[src/rtl/uart_fifo_tx_if.sv]
// Bus between the UART transmitter and its byte FIFO, plus the serial line and status.
//   fifo_dout   : byte at FIFO read head          (FIFO -> TX)
//   fifo_empty  : FIFO holds no data               (FIFO -> TX)
//   fifo_rd_en  : one-cycle pop request            (TX -> FIFO)
//   serial_out  : UART TX line, idle high          (TX -> line)
//   busy        : transmitter not idle             (TX -> system)
// Modports: master = transmitter side, slave = FIFO/system side.
interface uart_fifo_tx_if;
  logic [7:0] fifo_dout;
  logic       fifo_empty;
  logic       fifo_rd_en;
  logic       serial_out;
  logic       busy;

  modport master (
    input  fifo_dout,
    input  fifo_empty,
    output fifo_rd_en,
    output serial_out,
    output busy
  );

  modport slave (
    output fifo_dout,
    output fifo_empty,
    input  fifo_rd_en,
    input  serial_out,
    input  busy
  );
endinterface

[src/rtl/uart_fifo_tx.sv]
// UART transmitter that drains a byte FIFO: 8N1 frames, LSB first, idle-high line.
// Ports:
//   clk   : sole clock, rising edge
//   rst   : synchronous active-high reset
//   tx_if : uart_fifo_tx_if.master (fifo_dout/fifo_empty in, fifo_rd_en/serial_out/busy out)
// Parameters: CLOCK_FREQ (Hz), BAUD_RATE (bit/s); one symbol = CLOCK_FREQ/BAUD_RATE cycles.
// Optional feature: define UART_FIFO_TX_PARITY_EN to insert an even-parity bit after the data.
// fifo_rd_en is a combinational decode (IDLE and FIFO non-empty); all other outputs are registered.
module uart_fifo_tx #(
  parameter int unsigned CLOCK_FREQ = 125_000_000,
  parameter int unsigned BAUD_RATE  = 115_200
) (
  input  logic             clk,
  input  logic             rst,
  uart_fifo_tx_if.master   tx_if
);

  localparam int unsigned SYMBOL_EDGE_TIME = CLOCK_FREQ / BAUD_RATE;
  localparam int unsigned CNT_W = (SYMBOL_EDGE_TIME > 1) ? $clog2(SYMBOL_EDGE_TIME) : 1;
  localparam logic [CNT_W-1:0] BAUD_LAST = CNT_W'(SYMBOL_EDGE_TIME - 1);

  typedef enum logic [2:0] {
    IDLE   = 3'd0,
    POP    = 3'd1,
    LOAD   = 3'd2,
    START  = 3'd3,
    DATA   = 3'd4,
`ifdef UART_FIFO_TX_PARITY_EN
    PARITY = 3'd5,
`endif
    STOP   = 3'd6
  } state_e;

  state_e           state_q;
  logic [CNT_W-1:0] baud_q;
  logic [2:0]       bit_q;
  logic [7:0]       shift_q;
  logic             serial_out_q;
  logic             busy_q;
`ifdef UART_FIFO_TX_PARITY_EN
  logic             parity_q;
`endif

  logic baud_last;
  assign baud_last = (baud_q == BAUD_LAST);

  // Pop request: only in IDLE with data available, and never while in reset.
  assign tx_if.fifo_rd_en = (state_q == IDLE) && !tx_if.fifo_empty && !rst;
  assign tx_if.serial_out = serial_out_q;
  assign tx_if.busy       = busy_q;

  // Frame sequencer; serial_out_q is loaded with the level of the state being entered.
  always_ff @(posedge clk) begin
    if (rst) begin
      state_q      <= IDLE;
      baud_q       <= '0;
      bit_q        <= '0;
      shift_q      <= '0;
      serial_out_q <= 1'b1;
      busy_q       <= 1'b0;
`ifdef UART_FIFO_TX_PARITY_EN
      parity_q     <= 1'b0;
`endif
    end else begin
      case (state_q)
        IDLE: begin
          if (!tx_if.fifo_empty) begin
            state_q <= POP;
            busy_q  <= 1'b1;
          end
        end
        POP: state_q <= LOAD;
        LOAD: begin
          shift_q      <= tx_if.fifo_dout;
          baud_q       <= '0;
          bit_q        <= '0;
          serial_out_q <= 1'b0;
          state_q      <= START;
`ifdef UART_FIFO_TX_PARITY_EN
          parity_q     <= ^tx_if.fifo_dout;
`endif
        end
        START: begin
          if (baud_last) begin
            baud_q       <= '0;
            serial_out_q <= shift_q[0];
            state_q      <= DATA;
          end else begin
            baud_q <= baud_q + CNT_W'(1);
          end
        end
        DATA: begin
          if (baud_last) begin
            baud_q <= '0;
            if (bit_q == 3'd7) begin
`ifdef UART_FIFO_TX_PARITY_EN
              serial_out_q <= parity_q;
              state_q      <= PARITY;
`else
              serial_out_q <= 1'b1;
              state_q      <= STOP;
`endif
            end else begin
              // Next data bit is shift_q[1] before the shift lands.
              bit_q        <= bit_q + 3'd1;
              shift_q      <= {1'b0, shift_q[7:1]};
              serial_out_q <= shift_q[1];
            end
          end else begin
            baud_q <= baud_q + CNT_W'(1);
          end
        end
`ifdef UART_FIFO_TX_PARITY_EN
        PARITY: begin
          if (baud_last) begin
            baud_q       <= '0;
            serial_out_q <= 1'b1;
            state_q      <= STOP;
          end else begin
            baud_q <= baud_q + CNT_W'(1);
          end
        end
`endif
        STOP: begin
          if (baud_last) begin
            baud_q  <= '0;
            busy_q  <= 1'b0;
            state_q <= IDLE;
          end else begin
            baud_q <= baud_q + CNT_W'(1);
          end
        end
        default: begin
          state_q      <= IDLE;
          serial_out_q <= 1'b1;
          busy_q       <= 1'b0;
        end
      endcase
    end
  end

endmodule

[src/flat_wrapper.sv]
// flat-port wrapper written by rule: the top's interface ports become plain ports
module uart_fifo_tx_flat 
#(
  parameter int unsigned CLOCK_FREQ = 125_000_000,
  parameter int unsigned BAUD_RATE  = 115_200
)
  (clk, rst, tx_if_fifo_dout, tx_if_fifo_empty, tx_if_fifo_rd_en, tx_if_serial_out, tx_if_busy);
  uart_fifo_tx_if tx_if_i ();
  input  logic clk;
  input  logic rst;
  input wire logic [$bits(tx_if_i.fifo_dout)-1:0] tx_if_fifo_dout;
  input wire logic [$bits(tx_if_i.fifo_empty)-1:0] tx_if_fifo_empty;
  output wire logic [$bits(tx_if_i.fifo_rd_en)-1:0] tx_if_fifo_rd_en;
  output wire logic [$bits(tx_if_i.serial_out)-1:0] tx_if_serial_out;
  output wire logic [$bits(tx_if_i.busy)-1:0] tx_if_busy;
  assign tx_if_i.fifo_dout = tx_if_fifo_dout;
  assign tx_if_i.fifo_empty = tx_if_fifo_empty;
  assign tx_if_fifo_rd_en = tx_if_i.fifo_rd_en;
  assign tx_if_serial_out = tx_if_i.serial_out;
  assign tx_if_busy = tx_if_i.busy;
  uart_fifo_tx #(.CLOCK_FREQ(CLOCK_FREQ), .BAUD_RATE(BAUD_RATE)) u_core (.clk(clk), .rst(rst), .tx_if(tx_if_i));
endmodule
[config.mk]
export PLATFORM = sky130hd
export DESIGN_NAME = uart_fifo_tx_flat
export DESIGN_NICKNAME = d
export VERILOG_FILES = /design/src/rtl/uart_fifo_tx_if.sv /design/src/rtl/uart_fifo_tx.sv /design/src/flat_wrapper.sv
export SDC_FILE = /design/constraint.sdc
export NUM_CORES = 1
export LEC_CHECK = 0
export BUFFER_PORTS_ARGS = -buffer_cell sky130_fd_sc_hd__buf_4
export CAP_MARGIN = 25
export CORE_AREA = 2 2 54 56
export DETAILED_ROUTE_END_ITERATION = 6
export DIE_AREA = 0 0 56 58
export PLACE_DENSITY = 0.79
export SLEW_MARGIN = 20
export SYNTH_ARGS = -nofsm -noshare
export SYNTH_HDL_FRONTEND = slang
export SYNTH_SLANG_ARGS = --single-unit
export TNS_END_PERCENT = 10
[constraint.sdc]
create_clock -name clk -period 5.5 [get_ports clk]
set_clock_uncertainty 0.1 [all_clocks]
set_input_delay 0.825 -clock clk [delete_from_list [all_inputs] [get_ports clk]]
set_output_delay 0.825 -clock clk [all_outputs]
set_load 0.03 [all_outputs]
* Yosys cells after proc, flatten, opt, wreduce, memory -nomap -nowiden
Index checks and enable logic that the tools add are counted.
** Storage, ports and cells
- Output and inout port bits :: 3
- Latch bits :: 0
- Bits in writable memories :: 0
- Bits in registers :: 27
- Bits in read-only memories :: 0
- Memories kept :: 0
- Logic and storage cells :: 58
- Input bits :: 11
** Operators by class
- Reductions and logical operators :: 14
- Mux-type cells :: 21
- Bitwise gates (word level) :: 2
- Multiply operators :: 0
- Equality and inequality tests :: 13
- Divide/modulo/power cells :: 0
- Shift-type cells :: 0
- Add/subtract/negate cells :: 2
- Magnitude comparators :: 0
** Operators by type and width (number)
- $pmux 11 s2 :: 1
- $mux 3 :: 7
- $pmux 3 s6 :: 1
- $mux 8 :: 2
- $pmux 8 s2 :: 1
- $add 11x1->11 const B :: 1
- $eq 11x11->1 const B :: 1
- $mux 11 :: 1
- $eq 3x3->1 const B :: 3
- $reduce_and 3->1 :: 3
- $ne 2x1->1 const B :: 4
- $eq 3x2->1 const B :: 2
- $pmux 3 s2 :: 1
- $reduce_or 3->1 :: 2
- $mux 1 :: 5
- $reduce_and 5->1 :: 1
- $ne 2x2->1 const B :: 2
- $pmux 1 s4 :: 1
- $reduce_bool 2->1 :: 2
- $reduce_or 4->1 :: 1
- $add 3x1->3 const B :: 1
- $eq 3x1->1 const B :: 1
- $logic_not 3->1 :: 1
- $pmux 1 s3 :: 1
- other kinds (3) :: 6

* Depth between registers and ports, before layout
- Depth after elaboration :: 4
- Mapped depth :: 8
- Mapped depth without buffers :: 6

* Least setup slack after synthesis
No wires, ideal clock.
- Path kind :: input-to-output
- From :: in rst
- To :: out tx_if_fifo_rd_en
- Setup slack :: 2.540 ns
- Stages :: 3
- Buffers on the path :: 1
- Data arrival time :: 2.035 ns
- Cell sequence :: clkbuf_1 > nor3_1 > nor3b_1
** On the way
- Longest elaborated chain between the ends :: 2
** Ends and longest elaborated chain
- start: declaration :: RTL line flat_wrapper.sv:10 : input logic rst;
- $logic_not 1->1 :: RTL line uart_fifo_tx.sv:48 : assign tx_if.fifo_rd_en = (state_q == IDLE) && !tx_if.fifo_empty && !rst;
- $logic_and 1x1->1 :: RTL line uart_fifo_tx.sv:48
- end: declaration :: RTL line flat_wrapper.sv:13 : output wire logic [$bits(tx_if_i.fifo_rd_en)-1:0] tx_if_fifo_rd_en;
Every way passes these cells.

* Final worst setup path
Ends and elaborated chain as after synthesis.

==> results.yml <==
floorplanning:
  die_h_um: 58
  rows: 19
  fp.dieW_um: 56
  num_io_pins: 14
  start_util: 0.583
  core-area_um2: 2660
  dieArea_um2: 3250
critical_path:
  critPathLaunchType: "input port"
  crit_start: "rst"
  crit_type: "in -> out"
  cp.required_ns: 4.58
  crit_family: "simple AND/OR/NAND/NOR gates"
  cp-end-kind: "primary output"
  crit_top_cell: "buf_4"
  cp_cell_sequence: "buf_4 > nor3_1 > nor3b_1 > buf_4"
  reg2reg_from: "u_core.baud_q[2]$_SDFFE_PP0P_"
  path_buf_inv: 2
  cp.depth: 4
  cpPeakStageDelay_ns: 0.31
  cp_max_fo: 18
  worst_path_max_delay_cell: "nor3b_1"
  r2r-end: "u_core.bit_q[2]$_SDFFE_PP0P_"
  setup.worst_path.end: "tx_if_fifo_rd_en"
  rrSetupSlack_ns: 3.29
  reg2reg_depth: 4
  crit_arrival_ns: 1.77
synthesis:
  avgSynthCellArea_um2: 8.87
  synthArstFlopShare: 0
  synth_top_family_by_area: "compound AO/OA/AOI/OAI gates"
  yosys_most_used_dff: "dfxtp_1"
  syn-num-nets: 190
  ys_seq_area_frac: 0.348
  yosys.area_share.simple: 0.251
  postSynthCellCount: 175
  synth-compound-area-share: 0.269
  synth_edf_count: 0
  synth_xor_area_frac: 0.00565
  netlist_area_um2: 1550
  synth_seq_cells: 27
  synth_warnings: 0
  ys_types: 49
  synthAdderAreaFrac: 0.0323
  synthMuxAreaShare: 0.0202
timing:
  hold_viol_final: 0
  fmax_mhz: 372
  final_max_slew_viol_count: 0
  timing.hold.ws_ns: 0.400
  setup_tns_ns: 0
  finalSetupViolCount: 0
  period_needed_ns: 2.69
  setup_slack_ns: 2.81
  fin_crit_sh: 0.489
  worstMarginPinSlew_ns: 0.663
  slew_headroom: 0.558
  grt_setup_unrepaired: "no"
grt:
  grt_remaining_overflow: 0
  antenna_found_initial: 0
  grt_max_degree: 22
  first_global_vias: 1325
  grt_pass1_wl_um: 5690
  grt_usage: 0.216
run_status:
  status: "complete, no violations"
drt:
  first_pass_iters: 4
  via_per_inst: 6.70
  drtIter0Drc: 59
  drc: 0
  vias: 1414
  wl_per_cell_um: 15.7
  drt-total-wl_um: 3310
  ant_nets: 0
clock_network:
  postCtsSetupRepairBufs: 0
  numCtsBuffers: 3
  cts_tree: "built"
  cts.sinks: 27
  clockBufferDepth: 2
  ctsHoldBuffers: 0
  ctsResizeCount: 0
  cts-root-buf: "clkbuf_4"
  clkLatencyLatePin_ns: 0.34
  clkTransAtPathRegs_ns: 0.16
  h-tree-depth: 1
layout:
  mostFrequentLayoutCells: "dfxtp_1 (27), a31oi_1 (16), nand2_1 (14)"
  syn2layout_area_growth_pct: 5.24
  fin_nets: 196
  drive_gt1_frac: 0.144
  final_common_cell: "dfxtp_1"
  antenna_cells: 0
place:
  post-place-ws_ns: 2.82
  place.detailed.hpwl_um: 2320
  place.gp.congestion: 0.802
  io_buffers: 13
power_and_ir_drop:
  p_leak_nw: 0.576
  peakVddDrop_mv: 0.188
  power.total_mw: 0.405
  p_per_area_nw_per_um2: 248
hold_path:
  hp-start: "u_core.shift_q[7]$_SDFFE_PP0P_"
  hp-class: "reg -> reg"
run:
  maxCapViolCount: 0
sequential cells by signal (all words and copies together) (netlist names):
name	cells
u_core.state_q	3
u_core.baud_q	11
u_core.bit_q	3
u_core.tx_if.busy	1
u_core.tx_if.serial_out	1
u_core.shift_q	8
worst min-delay path by stage:
stage                                           to  slack, ns  depth (start not counted)
finish              u_core.shift_q[7]$_SDFFE_PP0P_       0.40                          1
detailed placement  u_core.shift_q[7]$_SDFFE_PP0P_       0.35                          1
CTS                 u_core.shift_q[7]$_SDFFE_PP0P_       0.39                          1
global placement    u_core.shift_q[7]$_SDFFE_PP0P_       0.35                          1
floorplan           u_core.shift_q[7]$_SDFFE_PP0P_       0.34                          1
global route        u_core.shift_q[7]$_SDFFE_PP0P_       0.43                          1
logic make-up after synthesis:
kind of cell,after synthesis
simple gates,66
compound gates,54
flops,27
buf+inv,20
fa+ha+maj,4
mux,3
xor+xnor,1
metal layers:
metal / share of wire / global-route usage / vias up
met2: 0.51 / 0.393 / 40
met3: 0.053 / 0.0201 / 6
met1: 0.42 / 0.265 / 687
met4: 0.016 / 0.0816 / 0
li1: - / - / 681
met5: 0 / 0 / -
Yosys cell counts, types with 2 or more instances:
library cell / n / area, µm²
dfxtp_1: 27 / 541
a31oi_1: 16 / 100
nand2_1: 14 / 52.6
nand4_1: 10 / 62.6
a22oi_1: 8 / 60.1
inv_1: 8 / 30.0
nor2_1: 8 / 30.0
a21oi_1: 7 / 35.0
clkbuf_1: 5 / 18.8
nand3_1: 5 / 25.0
nand3b_1: 5 / 37.5
and3_1: 4 / 25.0
ha_1: 4 / 50.1
nor3_1: 4 / 20.0
o21ai_1: 4 / 20.0
buf_6: 3 / 33.8
nand2b_1: 3 / 18.8
a22o_1: 2 / 17.5
a41oi_1: 2 / 17.5
and2_1: 2 / 12.5
buf_2: 2 / 10.0
mux2i_1: 2 / 20.0
nand4b_1: 2 / 17.5
nor3b_1: 2 / 15.0
o21bai_1: 2 / 15.0
power by group:
part / switching [mW] / internal [mW]
Sequential: 0.0182 / 0.208
Combinational: 0.0494 / 0.0365
Clock: 0.0650 / 0.0279
Total: 0.133 / 0.272
cell type report:
class                   count  area (µm²)
flip-flops and latches     27         541
clock buffers               3        22.5
multi-input cells         128         896
fillers                   263        1030
repair buffers             13        97.6
clock inverters             1        7.51
well taps                  31        38.8
inverters                   8        30.0
through the flow:
| step | instance area, µm² | cells | util |
|---|---|---|---|
| after detailed placement | 1600 | 207 | 0.602 |
| after global placement | 1600 | 207 | 0.602 |
| after global routing | 1630 | 211 | 0.613 |
| after floorplan | 1550 | 175 | - |
| after CTS | 1630 | 211 | 0.613 |
| final | 1630 | 211 | 0.613 |
No activity file was read; power rests on OpenSTA's default activity.
